==> src/rtl/adder37_rr_scheduler.sv <==
// Round-robin scheduler that shares one 37+1-bit ripple-carry adder among four requesters.
// It captures the winning operands, spends one cycle on the add, and holds the result until the consumer accepts it.
module adder37_rr_scheduler (
    input  logic         clk,
    input  logic         rst,
    input  logic [3:0]   req_valid,
    input  logic [147:0] req_a,
    input  logic [3:0]   req_b,
    output logic [3:0]   req_ready,
    output logic         rsp_valid,
    output logic [37:0]  rsp_sum,
    output logic [1:0]   rsp_id,
    input  logic         rsp_ready,
    output logic         busy
);

    localparam int NREQ = 4;
    localparam int AW   = 37;

    typedef enum logic [1:0] {
        IDLE,
        ADD,
        HOLD
    } state_t;

    state_t        state;
    state_t        state_next;
    logic [1:0]    ptr;
    logic [AW-1:0] op_a;
    logic          op_b;
    logic [1:0]    op_id;
    logic          grant_found;
    logic [1:0]    grant_idx;
    logic [AW-1:0] a_sel;
    logic          b_sel;
    logic [AW:0]   sum;
    logic [AW:0]   carry;

    // Search upward from ptr with wrap; the 2-bit index wraps on its own.
    always_comb begin
        grant_found = 1'b0;
        grant_idx   = ptr;
        for (int k = 0; k < NREQ; k++) begin
            if (!grant_found && req_valid[ptr + 2'(k)]) begin
                grant_found = 1'b1;
                grant_idx   = ptr + 2'(k);
            end
        end
    end

    always_comb begin
        a_sel = '0;
        b_sel = 1'b0;
        for (int i = 0; i < NREQ; i++) begin
            if (grant_idx == 2'(i)) begin
                a_sel = req_a[i*AW +: AW];
                b_sel = req_b[i];
            end
        end
    end

    // B is a single bit, so the ripple chain reduces to a half-adder per bit with B as carry-in.
    always_comb begin
        sum      = '0;
        carry    = '0;
        carry[0] = op_b;
        for (int i = 0; i < AW; i++) begin
            sum[i]     = op_a[i] ^ carry[i];
            carry[i+1] = op_a[i] & carry[i];
        end
        sum[AW] = carry[AW];
    end

    always_ff @(posedge clk) begin
        if (rst) begin
            state <= IDLE;
        end else begin
            state <= state_next;
        end
    end

    always_comb begin
        state_next = state;
        case (state)
            IDLE:    if (grant_found) state_next = ADD;
            ADD:     state_next = HOLD;
            HOLD:    if (rsp_ready) state_next = IDLE;
            default: state_next = IDLE;
        endcase
    end

    always_comb begin
        req_ready = '0;
        busy      = (state != IDLE);
        if (state == IDLE && grant_found) begin
            req_ready[grant_idx] = 1'b1;
        end
    end

    // Operands are frozen at grant time so later input changes cannot disturb the in-flight add.
    always_ff @(posedge clk) begin
        if (rst) begin
            ptr       <= '0;
            op_a      <= '0;
            op_b      <= 1'b0;
            op_id     <= '0;
            rsp_valid <= 1'b0;
            rsp_sum   <= '0;
            rsp_id    <= '0;
        end else begin
            if (state == IDLE && grant_found) begin
                op_a  <= a_sel;
                op_b  <= b_sel;
                op_id <= grant_idx;
                ptr   <= grant_idx + 2'd1;
            end
            if (state == ADD) begin
                rsp_sum   <= sum;
                rsp_id    <= op_id;
                rsp_valid <= 1'b1;
            end else if (state == HOLD && rsp_ready) begin
                rsp_valid <= 1'b0;
            end
        end
    end

endmodule

==> config.mk <==
export PLATFORM = sky130hd
export DESIGN_NAME = adder37_rr_scheduler
export DESIGN_NICKNAME = d
export VERILOG_FILES = /design/src/rtl/adder37_rr_scheduler.sv
export SDC_FILE = /design/constraint.sdc
export NUM_CORES = 1
export LEC_CHECK = 0
export ABC_AREA = 1
export ABC_CLOCK_PERIOD_IN_PS = 18200
export BUFFER_PORTS_ARGS = -buffer_cell sky130_fd_sc_hd__buf_2
export CORE_MARGIN = 3
export CORE_UTILIZATION = 30
export DETAILED_ROUTE_END_ITERATION = 8
export HOLD_SLACK_MARGIN = 0.08
export PLACE_DENSITY = 0.51
export RECOVER_POWER = 50
export SETUP_SLACK_MARGIN = 0.4
export SLEW_MARGIN = 20
export SYNTH_ARGS = -nofsm -noshare
export SYNTH_HDL_FRONTEND = slang
export SYNTH_SLANG_ARGS = --single-unit
==> constraint.sdc <==
create_clock -name clk -period 18.2 [get_ports clk]
set_input_delay 3.64 -clock clk [delete_from_list [all_inputs] [get_ports clk]]
set_output_delay 3.64 -clock clk [all_outputs]
set_load 0.005 [all_outputs]
Yosys cells after proc, flatten, opt, wreduce, memory -nomap -nowiden
Cells that the tools add are included.
{"block": "word_totals", "register_bits": 85, "latchBits": 0, "ram_bits": 0, "rom_bits": 0, "input_bits": 159, "output_inout_bits": 46, "memories": 0}
{"block": "op_classes", "add_sub_neg": 4, "n_mul": 0, "div_mod_pow": 0, "n_lt_le_gt_ge": 6, "n_eq_ne": 7, "n_shift": 0, "n_mux": 31, "bitwise": 74, "n_reduce_logical": 14}
{"op": "$mux W37", "count": 4}
{"op": "$and A1 B1 Y1", "count": 37}
{"op": "$xor A1 B1 Y1", "count": 37}
{"op": "$lt A2 B3 Y1 const B", "count": 5}
{"op": "$mux W1", "count": 15}
{"op": "$mux W2", "count": 5}
{"op": "$bmux W1 S2", "count": 4}
{"op": "$eq A2 B2 Y1 const B", "count": 3}
{"op": "$logic_and A1 B1 Y1", "count": 6}
{"op": "$pmux W2 S3", "count": 1}
{"op": "$add A2 B1 Y2 const B", "count": 2}
{"op": "$add A2 B2 Y2 const B", "count": 2}
{"op": "$eq A2 B1 Y1 const B", "count": 2}
{"op": "$logic_not A2 Y1", "count": 2}
{"op": "$mux W4", "count": 1}
{"op": "$ne A2 B2 Y1 const B", "count": 2}
{"op": "$reduce_bool A2 Y1", "count": 2}
{"op": "$logic_not A1 Y1", "count": 3}
{"op": "$demux W1 S2", "count": 1}
{"op": "$ge A2 B1 Y1 const B", "count": 1}
{"op": "$reduce_and A2 Y1", "count": 1}

Logic depth before layout (Yosys ltp)
Gate-level depths: netlist of the first run.
{"block": "depth", "word_depth": 37, "depth_mapped": 39, "mapped_depth_nobuf": 39}

Worst setup path after synthesis of the first run
OpenSTA, ideal clock, no wires.
{"block": "synth_path", "kind": "input -> output", "start": "in req_valid[3]", "end": "out req_ready[2]", "arrival_time_ns": 5.202, "t_required_ns": 14.560, "setup_slack_ns": 9.358, "cell_stages": 15, "path_buffers": 2, "path_cell_list": "nand2_1 > nand3_1 > nand2_1 > nand2_1 > nand2_1 > nand2_1 > nand2_1 > nand2_1 > nand2_1 > nand2_1 > ha_1 > inv_1 > clkbuf_1 > clkbuf_1 > nor2_1"}
{"block": "synth_via", "elab_chain_len": 17}
{"item": "start: declaration", "line": "6", "text": "input logic [3:0] req_valid,"}
{"item": "$bmux W1 S2", "line": "44", "text": "if (!grant_found && req_valid[ptr + 2'(k)]) begin"}
{"item": "$mux W1 (implied by the code)", "line": "44"}
{"item": "$mux W1", "line": "44"}
{"item": "$logic_not A1 Y1", "line": "44"}
{"item": "$logic_and A1 B1 Y1", "line": "44"}
{"item": "$mux W1", "line": "44"}
{"item": "$logic_not A1 Y1", "line": "44"}
{"item": "$logic_and A1 B1 Y1", "line": "44"}
{"item": "[2 not listed]"}
{"item": "$logic_and A1 B1 Y1", "line": "44"}
{"item": "$mux W2 (*)", "line": "44"}
{"item": "named net grant_idx[1]", "line": "33", "text": "logic [1:0] grant_idx;"}
{"item": "$lt A2 B3 Y1 (implied by the code) or $ge A2 B1 Y1 (tied branches)", "line": "96", "text": "req_ready[grant_idx] = 1'b1;"}
{"item": "$logic_and A1 B1 Y1 (implied by the code)", "line": "96"}
{"item": "$mux W1 (implied by the code)", "line": "96"}
{"item": "$demux W1 S2 (*)", "line": "96"}
{"item": "$mux W4 (*)", "line": "95", "text": "if (state == IDLE && grant_found) begin"}
{"item": "end: declaration", "line": "9", "text": "output logic [3:0] req_ready,"}
The timed path passes the listed nets; every way through them passes the cells marked *. The select of a mux whose other input is x is not followed.

Worst setup path after layout of the first run
{"block": "layout_path", "start": "in req_valid[2]", "end": "out req_ready[1]"}
Same word-level chain as after synthesis.

==> summary.md, run 1 <==
| Metric | Value |
|---|---|
| Synth Register Bits | `85` |
| Design Power | `1.39 mW` |
| Register area | `0.00170 sq mm` |
| Outcome | `finished, violations left` |
| Comb power frac | `66.3%` |
| Port-buffer cells | `approximately 200` |
| RSZ-0062 raised after global routing | `no` |
| WP buf/inv | `4` |
| Worst Setup End Kind | `output port` |
| Longest Clk Path Bufs | `2` |
| Antenna violations before repair | `2` |
| Placed cell count | `1141` |
| Place WS | `~8.7 ns` |
| GPL Wtd Cong | `0.779` |
| Post-Route Skew | `0.00607 ns` |
| CTS buffer count | `9` |
| Largest net degree at the start of global routing | `about 80` |
| Yosys warning count | `0` |
| First-pass GRT wire length | `about 26000 um` |
| Worst hold slack | `0.472 ns` |
| Via density | `4.66` |
| Fin nets | `between 1000 and 1500` |
| Cell area after synthesis | `0.00507 sq mm` |
| CP peak stage delay | `slightly below 0.8 ns` |
| PwrDens | `218 mW/mm^2` |
| DR iter-0 viols | `242` |
| CTS clk-pin slew, worst paths | `0.06 ns` |
| Failing checks | `capacitance limit, slew limit` |
| Cell variety after synth | `26` |
| Synth Instances | `768` |
| CP max stage cell | `ha_2` |
| GRT Util Overall | `17.4%` |
| Die Height | `136 um` |
| # rows | `46` |
| Final worst-path cycle share | `53.5%` |
| Vias in the first global route | `roughly 5300` |
| IO Pins | `205` |
| Area of the multi-input gates | `0.00305 sq mm` |
| DIE WIDTH | `around 140 um` |
| Detail Route Antenna Nets | `0` |
| Finish-stage setup viols | `0` |
| CORE AREA | `around 0.016 sq mm` |
| Worst setup SP type | `primary input` |
| Share of layout cells above drive strength 1 | `about a quarter` |
| Sequential power share | `20.9%` |
| Clk network pwr share | `12.9%` |
| Tmin final | `9.73 ns` |
| Post-CTS Setup Repair Bufs | `0` |
| Final worst slack | `8.47 ns` |
| Resize count post-CTS | `0` |
| Layout fillers | `about 1900` |
| Met3 usage | `under 10%` |
| M1 GR Usage | `21.2%` |
| FMAX | `a little over 100 MHz` |
| Net Switching | `0.712 mW` |
| Max-slew violations | `81` |
| Grt met2 use | `30.4%` |
| P_int | `0.681 mW` |
| Worst vdd ir | `roughly 0.17 mV` |
| Maxcap violations | `1` |
| Setup tns final | `0 ns` |
| Largest delay share family, worst path | `simple AND/OR/NAND/NOR gates` |
| Clk_lat worst skew | `0.34 ns` |
| Total congestion overflow | `0` |
| Worst hold path class | `reg -> reg` |
| Syn Nets | `968` |
| Leak Pwr | `3.44 nW` |
| Syn_area_per_cell | `between 6 and 7 sq um` |
| CTS tree | `built` |
| Setup CP Type | `in -> out` |
| Final HPWL DP | `around 11000 um` |
| Clock sink total | `85` |
| Slew @ Worst Pin | `3.26 ns` |
| Sw frac | `51.1%` |
| Fin. Hold Viols | `0` |
| Slew margin rel. | `-117%` |
| Via Count | `5392` |
| Routed WL | `16000 um` |
| Drt drc | `0` |
| Max H-tree Level | `3` |
| Layer with the highest usage | `met2` |
| Initial Util | `31.3%` |
| Clock Tree Root | `clkbuf_16` |
| CP required | `14.56 ns` |
| Non-filler cells, final | `1158` |
| Most common cell type on the critical path | `nand2_1` |
| DR pass1 iterations | `5` |
| Seq/Total Area, Yosys | `33.5%` |
| DR WL/cell | `13.8 um` |
| Cell breakdown of the critical path | `buf_2 -> nand2_1 -> nand2_1 -> nand2_2 -> nand2_4 -> a21oi_1 -> nand3_1 -> nand2_1 -> nand2_1 -> inv_1 -> ha_2 -> inv_1 -> nor2_1 -> buf_2` |
| Area delta synth->final | `26.2%` |
| WP data arrival | `between 6 and 7 ns` |
| Die ar. | `0.0185 sq mm` |
| CP max FO | `39` |
| CTS Hold Bufs | `0` |
==> layout make-up <==
cell class	count	area share, %
Tap cell	216	4.22
Clock buffer	12	3.70
Timing Repair Buffer	210	15.9
Antenna cell	1	0.0391
Clock inverter	4	0.762
Multi-Input combinational cell	613	47.7
Sequential cell	85	26.6
Inverter	17	1.08
==> cell usage in the layout (no fill, tap or decap), drive strengths merged <==
cell / Yosys / final
nand2: 196 / 196
nand4: 2 / 2
ha: 41 / 41
bufinv: 0 / 1
clkbuf: 31 / 48
clkinv: 1 / 4
dfxtp: 85 / 85
nand3b: 3 / 3
nand3: 47 / 47
a21oi: 46 / 46
buf: 22 / 174
inv: 16 / 16
o21ai: 117 / 117
nor2: 161 / 161
diode: 0 / 1
==> kinds of logic after synthesis <==
group / count (synthesis) / share of synthesized area (%)
buffers and inverters: 70 / 6.34
adder cells (fa/ha/maj): 41 / 10.1
AO/OA/AOI/OAI: 163 / 16.5
flip-flops: 85 / 33.5
AND/OR/NAND/NOR: 409 / 33.5
==> tightest hold or removal path, delay by kind of cell (launching register included) <==
| kind | cells | cell delay [ns] |
|---|---|---|
| AO/OA/AOI/OAI | 1 | 0.06 |
| flip-flops | 1 | 0.30 |
| buffers and inverters | 1 | 0.07 |
==> power groups by stage <==
stage	registers, mW	logic, mW	clock network [mW]
2_1_floorplan	0.289	0.722	0
3_3_place_gp	0.294	0.943	0
3_5_place_dp	0.294	0.943	0
4_1_cts	0.291	0.947	0.186
5_1_grt	0.300	1.08	0.194
6_report	0.291	0.923	0.179
==> through the flow <==
step	util (%)	instance area, sq um
3_3_place_gp	38.0	6170
2_1_floorplan	-	5070
3_5_place_dp	38.0	6170
5_1_grt	39.4	6400
4_1_cts	39.8	6460
6_report	39.4	6400
==> per-layer routing <==
layer | share of wire [%] | routed length [um]
met1 | 46 | 7360
met2 | 47 | 7530
met3 | 6.1 | 975
met4 | 0.76 | 121
met5 | 0.17 | 27
==> cells in the mapped netlist (all sizes together) <==
library cell | n | share of area, %
nand4 | 2 | 0.25
nand2 | 196 | 16
a21oi | 46 | 4.8
dfxtp | 85 | 34
nand3b | 3 | 0.69
clkbuf | 31 | 2.3
nor2 | 161 | 12
clkinv | 1 | 0.074
ha | 41 | 10
buf | 22 | 2.7
inv | 16 | 1.3
nand3 | 47 | 4.6
o21ai | 117 | 12
==> sequential cells by signal (all words and copies together) (netlist names) <==
name,flops
rsp_sum,38
op_a,37
op_id,2
ptr,2
rsp_id,2
state,2
op_b,1
rsp_valid,1
==> final timing paths <==
check                                            from                  endpoint  slack (ns)  cells past startpoint
worst min register to register  op_id[0]$_SDFFE_PP0P_    rsp_id[0]$_SDFFE_PP0P_        0.47                      2
worst max-delay path                     req_valid[2]              req_ready[1]        8.47                     14
worst min-delay path            op_id[0]$_SDFFE_PP0P_    rsp_id[0]$_SDFFE_PP0P_        0.47                      2
worst max register to register   op_a[0]$_SDFFE_PP0P_  rsp_sum[36]$_SDFFE_PP0P_       10.73                     39
(Power assumes the default switching activity.)
==> inputs of run 2 (changes only) <==
ABC_AREA = 0   (was 1)
ABC_CLOCK_PERIOD_IN_PS = 9700   (was 18200)
clock period = 9.7 ns   (was 18.2 ns; I/O delays follow)
==> run 2 against run 1 <==
Against the previous run: the run still ends with capacitance limit, slew limit left; count of clock-buffer cells in the layout unchanged; sequential power up 47%; worst hold slack worse by 0.021 ns; total power down 12%; die area down 4.4%; clock power up 120%; non-clock buffer count down 1; via count down 9.1%; critical endpoint is now rsp_sum[36]$_SDFFE_PP0P_.
==> summary.md, run 2 <==
| Metric | Value |
|---|---|
| Antenna violations before repair | `0 (-2)` |
| CORE AREA | `0.0155 sq mm (-4.6%)` |
| Finish-stage setup viols | `0 (unchanged)` |
| Worst setup SP type | `flop` |
| FMAX | `around 130 MHz` |
| DR iter-0 viols | `203 (-16%)` |
| CTS Hold Bufs | `0 (unchanged)` |
| CP peak stage delay | `0.31 ns (-0.46 ns)` |
| Outcome | `finished, violations left` |
| Via density | `4.96 (+6.6%)` |
| Slew @ Worst Pin | `3.70 ns (+0.444 ns)` |
| Post-CTS Setup Repair Bufs | `0 (unchanged)` |
| GPL Wtd Cong | `0.769 (-1.4%)` |
| Fin. Hold Viols | `0 (unchanged)` |
| CP max stage cell | `dfxtp_1` |
| Largest registers | `rsp_sum (38), op_a (37)` |
| IO Pins | `205 (unchanged)` |
| Detail Route Antenna Nets | `0 (unchanged)` |
| Most common cell type on the critical path | `ha_1` |
| Largest net degree at the start of global routing | `86 (+4.9%)` |
| WP data arrival | `7.65 ns (+1.56 ns)` |
| Slew margin rel. | `-147% (-30 points)` |
| Top cell type's share of synthesized area | `35.2% (+1.6 points)` |
| Synth Instances | `610 (-21%)` |
| Syn Nets | `810 (-16%)` |
| Layout Utilization | `40.3% (+0.84 points)` |
| Most frequent cells in the layout | `buf_2, dfxtp_1, nand2_1` |
| Post-synth ARST share | `0% (unchanged)` |
| Reg with most FFs | `rsp_sum` |
| Post-Route Skew | `0.00667 ns (+0.000607 ns)` |
| Worst Setup End Kind | `flop` |
| Share of layout cells above drive strength 1 | `27.7% (+4.1 points)` |
| Die Height | `133 um (-2.2%)` |
| DR pass1 iterations | `4 (-1)` |
| Cell variety after synth | `29 (+12%)` |
| Syn_area_per_cell | `7.94 sq um (+20%)` |
| Initial Util | `31.3% (about the same)` |
| Die ar. | `0.0177 sq mm (-4.4%)` |
| Clock Tree Root | `clkbuf_16` |
| Drt drc | `0 (unchanged)` |
| Top-count cell post-synth | `dfxtp_1` |
| Failing checks | `capacitance limit, slew limit` |
| CTS buffer count | `9 (unchanged)` |
| Post-synth EDFFs | `0 (unchanged)` |
| GRT Util Overall | `16.4% (-1.0 points)` |
| Antenna diode count | `0 (-1)` |
| Total congestion overflow | `0 (unchanged)` |
| Via Count | `4902 (-9.1%)` |
| Top post-synthesis cells by count | `dfxtp_1, nand2_1, a21oi_1` |
| CP max FO | `2 (-95%)` |
| Layout fillers | `1608 (-14%)` |
| Port-buffer cells | `204 (unchanged)` |
| Setup CP Type | `reg -> reg` |
| Setup tns final | `0 ns (unchanged)` |
| Final worst-path cycle share | `approximately four fifths` |
| Worst vdd ir | `0.107 mV (-35%)` |
| Longest Clk Path Bufs | `2 (unchanged)` |
| CTS tree | `built` |
| Worst hold path class | `reg -> reg` |
| Leak Pwr | `2.79 nW (-19%)` |
| CP required | `9.74 ns (-4.82 ns)` |
| Commonest non-fill, non-tap cell in the layout | `buf_2` |
| Final HPWL DP | `10200 um (-7.6%)` |
| Maxcap violations | `1 (unchanged)` |
| First-pass GRT wire length | `23700 um (-7.0%)` |
| CTS clk-pin slew, worst paths | `0.06 ns (about the same)` |
| Seq/Total Area, Yosys | `35.2% (+1.6 points)` |
| Largest area contributor in the netlist | `dfxtp_1` |
| Routed WL | `14800 um (-7.3%)` |
| Cell area after synthesis | `0.00484 sq mm (-4.6%)` |
| RSZ-0062 raised after global routing | `no` |
| Clock sink total | `85 (unchanged)` |
| Yosys warning count | `0 (unchanged)` |
| Area delta synth->final | `28.8%` |
| Tmin final | `7.61 ns` |
| Max H-tree Level | `3 (unchanged)` |
| DR WL/cell | `15.0 um (+8.7%)` |
| Max reg flops | `38 (unchanged)` |
| Synth top area cells | `dfxtp_1, ha_1, a21oi_1` |
| Synth Register Bits | `85 (unchanged)` |
| Ys flop type | `dfxtp_1` |
| Clk_lat worst skew | `0.33 ns (about the same)` |
| Resize count post-CTS | `0 (unchanged)` |
| Max-slew violations | `86 (+6.2%)` |
| Vias in the first global route | `4835 (-8.5%)` |
| # rows | `45 (-2.2%)` |
| Fin nets | `972 (-14%)` |
| PwrDens | `197 mW/mm^2 (-9.6%)` |
| DIE WIDTH | `133 um (-2.2%)` |
==> run 2: cell types whose count changed after synthesis, sizes merged, moves of 37 or more <==
cell	delta
a211oi	+39
a221oi	+38
nand2	-114
nand3	-47
nand3b	+37
nor2	-116
nor3	+38
o21ai	-114
==> run 2: worst max-delay path: cells and delay by family, from the launching register on <==
family | cells | cell delay [ns]
adder cells (fa/ha/maj) | 37 | 6.87
flip-flops | 1 | 0.31
AND/OR/NAND/NOR | 1 | 0.06
AO/OA/AOI/OAI | 1 | 0.06
==> run 2: logic make-up (layout without fill, tap and decap cells) <==
| logic type | after synthesis | in the layout | synth area share [%] |
|---|---|---|---|
| and+or+nand+nor | 222 | 222 | 22.4 |
| AOI/OAI and AO/OA | 165 | 165 | 23.5 |
| buffers and inverters | 97 | 264 | 8.37 |
| DFF | 85 | 85 | 35.2 |
| adders and majority gates | 41 | 41 | 10.6 |
==> run 2: where the power goes <==
part           switching [mW]  total, mW  internal (mW)
registers              0.0278      0.427          0.399
clock network           0.137      0.395          0.259
logic                   0.235      0.403          0.169
==> run 2: layer usage <==
layer	share of wire, %	GRT usage [%]
met2	47	28.0
met1	45	20.2
met3	6.7	3.84
met5	0	0
met4	0.76	5.25
==> run 2: area by class of cell <==
class | count | area, sq um | share of cell area [%]
multi-input cells | 428 | 2760 | 44.3
flip-flops and latches | 85 | 1700 | 27.3
repair buffers | 209 | 1020 | 16.4
well taps | 211 | 264 | 4.23
clock buffers | 12 | 246 | 3.95
inverters | 39 | 146 | 2.35
clock inverters | 4 | 95.1 | 1.53
==> run 2: final timing paths <==
path | depth (start not counted) | from | endpoint | slack (ns)
setup reg to reg | 39 | op_a[0]$_SDFFE_PP0P_ | rsp_sum[36]$_SDFFE_PP0P_ | 2.09
hold reg to reg | 2 | rsp_sum[2]$_SDFFE_PP0P_ | rsp_sum[2]$_SDFFE_PP0P_ | 0.45
hold / removal | 2 | rsp_sum[2]$_SDFFE_PP0P_ | rsp_sum[2]$_SDFFE_PP0P_ | 0.45
setup / recovery | 39 | op_a[0]$_SDFFE_PP0P_ | rsp_sum[36]$_SDFFE_PP0P_ | 2.09
==> run 2: stage by stage <==
| step | total power [mW] | instances | worst slack [ns] | hold slack (ns) | instance area [sq um] |
|---|---|---|---|---|---|
| 3_5_place_dp | 0.845 | 972 | 2.20 | 0.445 | 5930 |
| 2_1_floorplan | 0.727 | 610 | 2.73 | 0.427 | 4840 |
| 4_1_cts | 1.25 | 988 | 2.16 | 0.453 | 6270 |
| 3_3_place_gp | 0.834 | 972 | 2.29 | 0.441 | 5930 |
| 6_report | 1.23 | 988 | 2.09 | 0.451 | 6230 |
| 5_1_grt | 1.31 | 988 | 1.69 | 0.474 | 6230 |
==> inputs of run 3 (changes only) <==
ABC_CLOCK_PERIOD_IN_PS = 7050   (was 9700)
clock period = 7.05 ns   (was 9.7 ns; I/O delays follow)
==> run 3 against run 2 <==
Against the previous run: flip-flop and latch count unchanged; via count shrank 0.59%; the flow still finishes with violations (capacitance limit, slew limit); setup slack worse by 1.6 ns; first-iteration DRC count decreased by 20%; die area unchanged; maximum frequency grew 15%; critical endpoint unchanged; non-clock buffer count did not move; combinational power up 40%.
==> summary.md, run 3 (synthesis results as in run 2) <==
| Metric | Value |
|---|---|
| Outcome | `finished, violations left` |
| Failing checks | `capacitance limit, slew limit` |
| Via Count | `4873 (-0.59%)` |
| CTS clk-pin slew, worst paths | `0.06 ns (about the same)` |
| Area delta synth->final | `36.8%` |
| WP data arrival | `6.66 ns (-0.99 ns)` |
| Net Switching | `0.570 mW (+43%)` |
| Max H-tree Level | `3 (unchanged)` |
| Final HPWL DP | `9690 um (-5.1%)` |
| DR pass1 iterations | `6 (+2)` |
| Max-slew violations | `86 (unchanged)` |
| Initial Util | `31.3% (unchanged)` |
| Leak Pwr | `2.67 nW (-4.3%)` |
| Die ar. | `0.0177 sq mm (unchanged)` |
| FMAX | `152 MHz (+15%)` |
| GPL Wtd Cong | `0.764 (-0.60%)` |
| Clock Tree Root | `clkbuf_16` |
| Setup tns final | `0 ns (unchanged)` |
| DIE WIDTH | `133 um (unchanged)` |
| Post-Route Skew | `0.00871 ns (+0.00204 ns)` |
| Worst hold path class | `reg -> reg` |
| Antenna diode count | `0 (unchanged)` |
| Fin nets | `972 (unchanged)` |
| Total congestion overflow | `0 (unchanged)` |
| Most common cell type on the critical path | `ha_4` |
| CP peak stage delay | `0.34 ns (+0.03 ns)` |
| DR iter-0 viols | `163 (-20%)` |
| Longest Clk Path Bufs | `2 (unchanged)` |
| Detail Route Antenna Nets | `0 (unchanged)` |
| P_int | `1.08 mW (+31%)` |
| PwrDens | `249 mW/mm^2 (+27%)` |
| Comb power frac | `34.2% (+1.3 points)` |
| Share of layout cells above drive strength 1 | `32.3% (+4.6 points)` |
| Worst Setup End Kind | `flop` |
| Slew @ Worst Pin | `3.83 ns (+0.135 ns)` |
| GRT Util Overall | `16.3% (-0.096 points)` |
| Setup CP Type | `reg -> reg` |
| DR WL/cell | `14.7 um (-2.0%)` |
| Sw frac | `34.5% (+2.0 points)` |
| Final worst-path cycle share | `93.6% (+15 points)` |
| WP buf/inv | `0 (unchanged)` |
| Largest registers | `rsp_sum (38), op_a (37)` |
| Port-buffer cells | `204 (unchanged)` |
| RSZ-0062 raised after global routing | `no` |
| Max reg flops | `38 (unchanged)` |
| Maxcap violations | `1 (unchanged)` |
| Worst setup SP type | `flop` |
| Commonest non-fill, non-tap cell in the layout | `buf_2` |
| CP required | `7.11 ns (-2.63 ns)` |
| Finish-stage setup viols | `0 (unchanged)` |
| First-pass GRT wire length | `23700 um (about the same)` |
| Routed WL | `14600 um (-2.0%)` |
| # rows | `45 (unchanged)` |
| CTS Hold Bufs | `0 (unchanged)` |
| Fin. Hold Viols | `0 (unchanged)` |
| CP max FO | `2 (unchanged)` |
| Antenna violations before repair | `0 (unchanged)` |
| CP max stage cell | `dfxtp_2` |
| Sequential power share | `37.0% (+2.2 points)` |
| Vias in the first global route | `4703 (-2.7%)` |
| Clk_lat worst skew | `0.34 ns (about the same)` |
| Slew margin rel. | `-156% (-9.0 points)` |
| CORE AREA | `0.0155 sq mm (unchanged)` |
| Die Height | `133 um (unchanged)` |
| Most frequent cells in the layout | `buf_2, dfxtp_1, nand2_1` |
| Worst vdd ir | `0.114 mV (+6.9%)` |
| Drt drc | `0 (unchanged)` |
| Largest net degree at the start of global routing | `86 (unchanged)` |
| Tmin final | `6.60 ns (-1.01 ns)` |
| Clk network pwr share | `28.8% (-3.4 points)` |
| Clock sink total | `85 (unchanged)` |
| Largest delay share family, worst path | `adder cells` |
| CTS tree | `built` |
| Layout Utilization | `42.8% (+2.5 points)` |
| IO Pins | `205 (unchanged)` |
| CTS buffer count | `9 (unchanged)` |
| Reg with most FFs | `rsp_sum` |
| Via density | `4.93 (-0.59%)` |
==> run 3: cell types whose count changed in the layout (fill, tap and decap cells not counted), moves of 2 or more <==
cell       before  now
buf_2         176  172
bufinv_16       3    1
clkbuf_1       30   33
dfxtp_1        85   83
dfxtp_2         0    2
ha_1           37    0
ha_2            4    8
ha_4            0   33
==> run 3: path summary, 6_finish.rpt <==
kind	from	end	slack, ns	cells past startpoint
max reg2reg	op_a[0]$_SDFFE_PP0P_	rsp_sum[36]$_SDFFE_PP0P_	0.45	39
max	op_a[0]$_SDFFE_PP0P_	rsp_sum[36]$_SDFFE_PP0P_	0.45	39
min reg2reg	rsp_sum[29]$_SDFFE_PP0P_	rsp_sum[29]$_SDFFE_PP0P_	0.45	2
min	rsp_sum[29]$_SDFFE_PP0P_	rsp_sum[29]$_SDFFE_PP0P_	0.45	2
==> run 3: stage by stage <==
| stage | cell area (sq um) | hold slack [ns] | setup WS (ns) | power (mW) | std cells |
|---|---|---|---|---|---|
| floorplan | 4900 | 0.427 | 0.412 | 1.00 | 610 |
| global placement | 5980 | 0.442 | 0.0986 | 1.15 | 971 |
| detailed placement | 5980 | 0.443 | 0.0463 | 1.16 | 971 |
| CTS | 6470 | 0.452 | 0.405 | 1.66 | 987 |
| global route | 6620 | 0.470 | 0.300 | 1.78 | 988 |
| finish | 6620 | 0.453 | 0.454 | 1.65 | 988 |
==> run 3: power groups by stage <==
stage                     Clock, mW  Combinational, mW  Sequential [mW]
final                         0.475              0.564            0.611
after global routing          0.509              0.648            0.619
after CTS                     0.493              0.569            0.599
after floorplan                   0              0.410            0.592
after global placement            0              0.550            0.596
after detailed placement          0              0.563            0.600
==> run 3: tightest hold or removal path: stages, from the launching register on <==
cell and delay, ns:
dfxtp_1 0.31, nand2_1 0.05, a21oi_1 0.05
==> run 3: routing by layer <==
layer  part of all wire, %  track usage, %
met5                     0               0
met4                  0.77            3.46
met3                   6.1            4.79
met2                    48            27.4
met1                    45            20.6
==> run 3: timing repair <==
action	CTS	global route
pin swaps	0	1
setup buffers	0	0
resized for setup	30	19
endpoints found under the setup margin	4	3
==> run 3: final cells by class <==
cell class	instances	area [sq um]
clock buffer	12	246
clock inverter	4	47.5
fill	1599	8860
inverter	39	146
multi-input combinational	428	3190
sequential	85	1700
tap	211	264
timing repair buffer	209	1030
